[src/rtl/sb_pkg.sv]
// Shared constants for the scoreboard issue stage: FU indices, ex_type codes, opcodes.
package sb_pkg;

  localparam int FU_ALU = 0;
  localparam int FU_MUL = 1;
  localparam int FU_LSU = 2;
  localparam int NUM_FU = 3;

  localparam logic [5:0] EX_ADD   = 6'd0;
  localparam logic [5:0] EX_ADDI  = 6'd1;
  localparam logic [5:0] EX_SUB   = 6'd2;
  localparam logic [5:0] EX_AND   = 6'd3;
  localparam logic [5:0] EX_ANDI  = 6'd4;
  localparam logic [5:0] EX_OR    = 6'd5;
  localparam logic [5:0] EX_ORI   = 6'd6;
  localparam logic [5:0] EX_XOR   = 6'd7;
  localparam logic [5:0] EX_XORI  = 6'd8;
  localparam logic [5:0] EX_SLL   = 6'd9;
  localparam logic [5:0] EX_SLLI  = 6'd10;
  localparam logic [5:0] EX_SRL   = 6'd11;
  localparam logic [5:0] EX_SRLI  = 6'd12;
  localparam logic [5:0] EX_SRA   = 6'd13;
  localparam logic [5:0] EX_SRAI  = 6'd14;
  localparam logic [5:0] EX_SLT   = 6'd15;
  localparam logic [5:0] EX_SLTI  = 6'd16;
  localparam logic [5:0] EX_SLTU  = 6'd17;
  localparam logic [5:0] EX_SLTIU = 6'd18;
  localparam logic [5:0] EX_LUI   = 6'd19;
  localparam logic [5:0] EX_AUIPC = 6'd20;
  localparam logic [5:0] EX_LB    = 6'd21;
  localparam logic [5:0] EX_LH    = 6'd22;
  localparam logic [5:0] EX_LW    = 6'd23;
  localparam logic [5:0] EX_LBU   = 6'd24;
  localparam logic [5:0] EX_LHU   = 6'd25;
  localparam logic [5:0] EX_SB    = 6'd26;
  localparam logic [5:0] EX_SH    = 6'd27;
  localparam logic [5:0] EX_SW    = 6'd28;
  localparam logic [5:0] EX_MUL   = 6'd29;
  localparam logic [5:0] EX_MULH  = 6'd30;
  localparam logic [5:0] EX_DIV   = 6'd31;
  localparam logic [5:0] EX_REM   = 6'd32;

  localparam logic [6:0] OPC_LOAD   = 7'b0000011;
  localparam logic [6:0] OPC_OP_IMM = 7'b0010011;
  localparam logic [6:0] OPC_AUIPC  = 7'b0010111;
  localparam logic [6:0] OPC_STORE  = 7'b0100011;
  localparam logic [6:0] OPC_OP     = 7'b0110011;
  localparam logic [6:0] OPC_LUI    = 7'b0110111;
  localparam logic [6:0] OPC_BRANCH = 7'b1100011;
  localparam logic [6:0] OPC_JALR   = 7'b1100111;
  localparam logic [6:0] OPC_JAL    = 7'b1101111;
  localparam logic [6:0] OPC_SYSTEM = 7'b1110011;

endpackage

[src/rtl/sb_fu_slot.sv]
// One functional-unit slot: busy flag plus the rd it will write back.
// Latency: state updates at the accept/done edge. Backpressure: none; accept wins over done.
// Backpressure: a done pulse with the slot idle is ignored.
module sb_fu_slot #(
  parameter int REG_W = 5
) (
  input  logic             clk,
  input  logic             rst,
  input  logic             acc_en,
  input  logic [REG_W-1:0] acc_rd,
  input  logic             done,
  output logic             busy,
  output logic             clear_en,
  output logic [REG_W-1:0] clear_rd
);

  logic [REG_W-1:0] held_rd;

  always_ff @(posedge clk or posedge rst) begin
    if (rst) begin
      busy    <= 1'b0;
      held_rd <= '0;
    end else if (acc_en) begin
      busy    <= 1'b1;
      held_rd <= acc_rd;
    end else if (done) begin
      busy    <= 1'b0;
    end
  end

  assign clear_en = done & busy;
  assign clear_rd = held_rd;

endmodule

[src/rtl/scoreboard_issue.sv]
// Issue stage: RAW/WAW/structural checks against a pending scoreboard; SB_DONE_BYPASS_EN lets done pulses unblock same-cycle.
// Latency: one cycle from accept to the iss_*_valid pulse.
// Backpressure: id_ready drops combinationally on any hazard; decode holds the instruction.
module scoreboard_issue
  import sb_pkg::*;
#(
  parameter int NUM_REGS = 32,
  parameter int REG_W    = 5,
  parameter int EXT_W    = 6,
  parameter int CNT_W    = 32
) (
  input  logic                clk,
  input  logic                rst,
  input  logic                id_valid,
  output logic                id_ready,
  input  logic [REG_W-1:0]    id_rs1,
  input  logic [REG_W-1:0]    id_rs2,
  input  logic [REG_W-1:0]    id_rd,
  input  logic                id_alu,
  input  logic                id_mul,
  input  logic                id_lsu,
  input  logic                id_store,
  input  logic                id_imm,
  input  logic [EXT_W-1:0]    id_ex_type,
  output logic                iss_alu_valid,
  output logic                iss_mul_valid,
  output logic                iss_lsu_valid,
  output logic [EXT_W-1:0]    iss_ex_type,
  output logic [REG_W-1:0]    iss_rs1,
  output logic [REG_W-1:0]    iss_rs2,
  output logic [REG_W-1:0]    iss_rd,
  input  logic                alu_done,
  input  logic                mul_done,
  input  logic                lsu_done,
  output logic [NUM_REGS-1:0] reg_pending,
  output logic [CNT_W-1:0]    stall_cnt
);

  logic [NUM_REGS-1:0] pending, pend_eff, clr_mask, set_mask, pending_nxt;
  logic [NUM_FU-1:0]   fu_sel, fu_busy, fu_done, fu_acc, fu_clr_en, busy_eff;
  logic [REG_W-1:0]    fu_clr_rd [NUM_FU];
  logic [REG_W-1:0]    slot_rd;
  logic                is_load, writes_rd, raw_hz, waw_hz, struct_hz, accept;

  assign fu_sel  = {id_lsu, id_mul, id_alu};
  assign fu_done = {lsu_done, mul_done, alu_done};
  assign slot_rd = id_store ? '0 : id_rd;

  for (genvar g = 0; g < NUM_FU; g++) begin : g_slot
    sb_fu_slot #(.REG_W(REG_W)) u_slot (
      .clk      (clk),
      .rst      (rst),
      .acc_en   (fu_acc[g]),
      .acc_rd   (slot_rd),
      .done     (fu_done[g]),
      .busy     (fu_busy[g]),
      .clear_en (fu_clr_en[g]),
      .clear_rd (fu_clr_rd[g])
    );
  end

  always_comb begin
    clr_mask = '0;
    for (int g = 0; g < NUM_FU; g++) begin
      if (fu_clr_en[g]) clr_mask[fu_clr_rd[g]] = 1'b1;
    end
  end

`ifdef SB_DONE_BYPASS_EN
  assign pend_eff = pending & ~clr_mask;
  assign busy_eff = fu_busy & ~fu_done;
`else
  assign pend_eff = pending;
  assign busy_eff = fu_busy;
`endif

  // Loads read only rs1; stores read both sources but never write rd.
  always_comb begin
    is_load   = id_lsu & ~id_store;
    writes_rd = (|fu_sel) & ~id_store & (id_rd != '0);
    raw_hz    = ((id_rs1 != '0) & pend_eff[id_rs1]) |
                (~id_imm & ~is_load & (id_rs2 != '0) & pend_eff[id_rs2]);
    waw_hz    = writes_rd & pend_eff[id_rd];
    struct_hz = |(fu_sel & busy_eff);
    id_ready  = ~(raw_hz | waw_hz | struct_hz);
    accept    = id_valid & id_ready;
    fu_acc    = fu_sel & {NUM_FU{accept}};
  end

  // Set applied after clear so a same-cycle re-issue to the same rd stays pending.
  always_comb begin
    set_mask = '0;
    if (accept & writes_rd) set_mask[id_rd] = 1'b1;
    pending_nxt    = (pending & ~clr_mask) | set_mask;
    pending_nxt[0] = 1'b0;
  end

  always_ff @(posedge clk or posedge rst) begin
    if (rst) begin
      pending       <= '0;
      iss_alu_valid <= 1'b0;
      iss_mul_valid <= 1'b0;
      iss_lsu_valid <= 1'b0;
      iss_ex_type   <= '0;
      iss_rs1       <= '0;
      iss_rs2       <= '0;
      iss_rd        <= '0;
      stall_cnt     <= '0;
    end else begin
      pending       <= pending_nxt;
      iss_alu_valid <= fu_acc[FU_ALU];
      iss_mul_valid <= fu_acc[FU_MUL];
      iss_lsu_valid <= fu_acc[FU_LSU];
      if (|fu_acc) begin
        iss_ex_type <= id_ex_type;
        iss_rs1     <= id_rs1;
        iss_rs2     <= id_rs2;
        iss_rd      <= id_rd;
      end
      if (id_valid & ~id_ready & (stall_cnt != {CNT_W{1'b1}}))
        stall_cnt <= stall_cnt + CNT_W'(1);
    end
  end

  assign reg_pending = pending;

endmodule

[config.mk]
export PLATFORM = sky130hd
export DESIGN_NAME = scoreboard_issue
export DESIGN_NICKNAME = d
export VERILOG_FILES = /design/src/rtl/sb_pkg.sv /design/src/rtl/sb_fu_slot.sv /design/src/rtl/scoreboard_issue.sv
export SDC_FILE = /design/constraint.sdc
export NUM_CORES = 1
export LEC_CHECK = 0
export ABC_AREA = 0
export CAP_MARGIN = 40
export CORE_AREA = 2 2 157 113
export CTS_CLUSTER_DIAMETER = 80
export DETAILED_ROUTE_END_ITERATION = 8
export DIE_AREA = 0 0 159 115
export PLACE_DENSITY = 0.66
export SYNTH_ARGS = -nofsm -noshare
export SYNTH_HDL_FRONTEND = slang
export SYNTH_SLANG_ARGS = --single-unit
[constraint.sdc]
create_clock -name clk -period 9.31 [get_ports clk]
set_input_delay 2.793 -clock clk [delete_from_list [all_inputs] [get_ports clk]]
set_output_delay 2.793 -clock clk [all_outputs]
set_load 0.01 [all_outputs]
==> flow_metrics.env <==
export IMPL_skew_ps=9.693
export IMPL_p_int_w=0.001016
export IMPL_grt_use_total=0.2111
export IMPL_tightest_slew_ps=918.9
export IMPL_arrival_ps=6070
export IMPL_cts_clk_slew_worst_paths_ps=60
export IMPL_dp_cells=892
export IMPL_grt_max_degree=48
export IMPL_rsz0062_at_grt="false"
export IMPL_synth_main_ff_cell="dfrtp_1"
export IMPL_cts_hold_buffers=0
export IMPL_antenna_found_initial=0
export IMPL_ir_drop_v=0.0001316
export IMPL_h_tree_depth=3
export IMPL_comb_power_share=0.298
export IMPL_synth_nets=586
export IMPL_max_cap_violations=0
export IMPL_cts_root_buf="clkbuf_16"
export IMPL_async_reset_ff_frac=1.000
export IMPL_p_leak_nw=3.098
export IMPL_num_rows=40
export IMPL_cts_resized=0
export IMPL_max_freq_ghz=0.1128
export IMPL_final_common_cell="clkdlybuf4s50_1"
export IMPL_hold_path_class="flop to flop"
export IMPL_final_cell_area_um2=7540
export IMPL_hold_viol=0
export IMPL_n_antenna_cell=0
export IMPL_fillers=1600
export IMPL_wirelength_mm=18.95
export IMPL_required_ps=6520
export IMPL_cts_buffer_depth=2
export IMPL_cts_tree="yes"
export IMPL_start_util=0.3420
export IMPL_synth_edff_count=0
export IMPL_first_pass_iters=5
export IMPL_post_drt_wl_per_cell_um=20.87
export IMPL_core_area_um2=16820
export IMPL_syn_to_final_growth_pct=31.09
export IMPL_grt_pass1_wl_mm=29.87
export IMPL_synth_top_cell_by_area="dfrtp_1"
export IMPL_layout_cells_non_filler=908
export IMPL_num_vias=5166
export IMPL_multi_input_area_um2=2944
export IMPL_crit_path_max_fanout=8
export IMPL_seq_power_share=0.441
export IMPL_setup_violations_final=0
export IMPL_fin_crit_sh=0.9520
export IMPL_ff_latch_area_um2=2628
export IMPL_utilization=0.4484
export IMPL_p_switching_w=0.0005128
export IMPL_cts_num_sinks=105
export IMPL_grt_pass1_vias=5181
export IMPL_slew_headroom=0.3851
export IMPL_fin_setup_tns_ps=0
export IMPL_overflow=0
export IMPL_die_w_um=159
export IMPL_yosys_warnings=0
export IMPL_dp_hpwl_mm=14.32
export IMPL_p_per_area_nw_per_um2=202.8
export IMPL_end_kind="primary output"
export IMPL_drive_gt1_frac=0.1211
export IMPL_final_net_count=705
export IMPL_dpl_cell_area_um2=7234
export IMPL_synth_area_um2=5752
export IMPL_status="finished, final reports clean"
export IMPL_viasPerCell=5.689
export IMPL_drc_errors=0
export IMPL_ys_types=45
export IMPL_clock_latency_ps=350
export IMPL_seq_area_frac_synth=0.4568
export IMPL_postCtsSetupRepairBufs=0
export IMPL_die_area_um2=18290
export IMPL_ios=121
export IMPL_ant_nets=0
export IMPL_gp_congestion=0.9763
export IMPL_synth_top_area_frac=0.4568
export IMPL_layout_setup_ws_ps=447.1
export IMPL_setup_worst_path_class="input port to primary output"
export IMPL_netlist_instances=553
export IMPL_ys_seq_elements=105
export IMPL_maxSlewViolCount=0
export IMPL_cts_made_buffers=9
export IMPL_min_period_ps=8863
export IMPL_synthTopCellsByArea="dfrtp_1 46%, mux4_2 6.7%, mux2_2 6.3%, a22oi_1 4.3%, nand3_1 4.2%"
export IMPL_mostFrequentLayoutCells="119 x clkdlybuf4s50_1, 105 x dfrtp_1, 56 x nand2_1, 48 x nand3_1, 39 x o21ai_0"
export IMPL_portBuffers=119
export IMPL_switching_share=0.3353
export IMPL_syn_avg_cell_area_um2=10.40
export IMPL_first_iter_violations=549
export IMPL_critPathLaunchType="input port"
export IMPL_place_ws_ps=475.4
export IMPL_pwr_share_clk=0.261
export IMPL_die_y_um=115
==> cells by family (layout without fill, tap and decap cells) <==
family                   Yosys count  after routing  synth area share
multiplexers                      66             66            0.1590
flip-flops                       105            105            0.4568
AND/OR/NAND/NOR                  215            215            0.1964
XOR/XNOR                          29             29           0.04416
AO/OA/AOI/OAI                     94             94            0.1083
buffers and inverters             42            166           0.03241
adder cells (fa/ha/maj)            1              1          0.002175
other                              1              1         0.0006520
==> path summary, 6_finish.rpt <==
kind / startpoint / cells past startpoint / end / slack (ps)
worst max-delay path: id_rs2[1] / 7 / id_ready / 450
worst min-delay path: iss_rs1[3] / 2 / iss_rs1[3] / 490
worst max register to register: reg_pending[14] / 8 / iss_rs2[1] / 5820
worst min register to register: iss_rs1[3] / 2 / iss_rs1[3] / 490
max in group asynchronous: rst / 4 / reg_pending[18] / 5530
min in group asynchronous: rst / 2 / stall_cnt[3] / 2710
==> sequential cells by signal (all words and copies together) (netlist names) <==
register / count
stall_cnt: 32
iss_ex_type: 6
iss_alu_valid: 1
reg_pending: 31
iss_rs2: 5
iss_rd: 5
iss_mul_valid: 1
g_slot.u_slot.clear_rd: 15
iss_rs1: 5
g_slot.u_slot.busy: 3
iss_lsu_valid: 1
==> layer usage <==
metal	up-vias	track usage	routed length [um]
met5	-	0	0
met4	0	0.07273	400
met3	35	0.05447	2183
met2	358	0.3012	7898
met1	2497	0.3109	8472
li1	2276	-	-
==> worst max-delay path, cell delays in order <==
cell and delay (ps):
clkdlybuf4s50_1 740, mux4_2 570, mux4_2 470, o22ai_1 210, nor3_1 140, a2111oi_4 510
clkdlybuf4s50_1 640
==> Yosys cell counts (all sizes together) (3+ instances only) <==
| master | n |
|---|---|
| a21o | 4 |
| xor2 | 7 |
| nand2 | 56 |
| o22ai | 4 |
| nor3 | 15 |
| dfrtp | 105 |
| or3 | 5 |
| nand4 | 10 |
| xnor2 | 22 |
| and3 | 22 |
| o21ai | 39 |
| a22oi | 33 |
| nor2b | 7 |
| and3b | 6 |
| a21oi | 3 |
| mux2 | 33 |
| mux2i | 16 |
| buf | 16 |
| and2 | 6 |
| o2111ai | 3 |
| nand3 | 48 |
| nor3b | 10 |
| nor2 | 19 |
| inv | 18 |
| mux4 | 17 |
| clkbuf | 8 |
==> power groups by stage <==
| stage | sequential (W) | clock (W) | combinational, W |
|---|---|---|---|
| 6_report | 0.000675 | 0.000398 | 0.000456 |
| 2_1_floorplan | 0.000663 | 0 | 0.000204 |
| 3_3_place_gp | 0.000673 | 0 | 0.000442 |
| 3_5_place_dp | 0.000676 | 0 | 0.000454 |
| 4_1_cts | 0.000670 | 0.000408 | 0.000456 |
| 5_1_grt | 0.000687 | 0.000430 | 0.000491 |
==> through the flow <==
| stage | power [W] | hold slack, ps |
|---|---|---|
| 2_1_floorplan | 0.0008674 | 492.9 |
| 3_3_place_gp | 0.001115 | 470.2 |
| 3_5_place_dp | 0.001130 | 474.9 |
| 4_1_cts | 0.001533 | 493.6 |
| 5_1_grt | 0.001608 | 506.7 |
| 6_report | 0.001529 | 486.3 |
==> cell type report <==
cell class / instances / share of cell area
clock inverters: 5 / 0.008297
flip-flops and latches: 105 / 0.3485
repair buffers: 132 / 0.1729
inverters: 18 / 0.009293
multi-input cells: 406 / 0.3905
clock buffers: 11 / 0.03219
well taps: 231 / 0.03833
(Power assumes the default switching activity.)
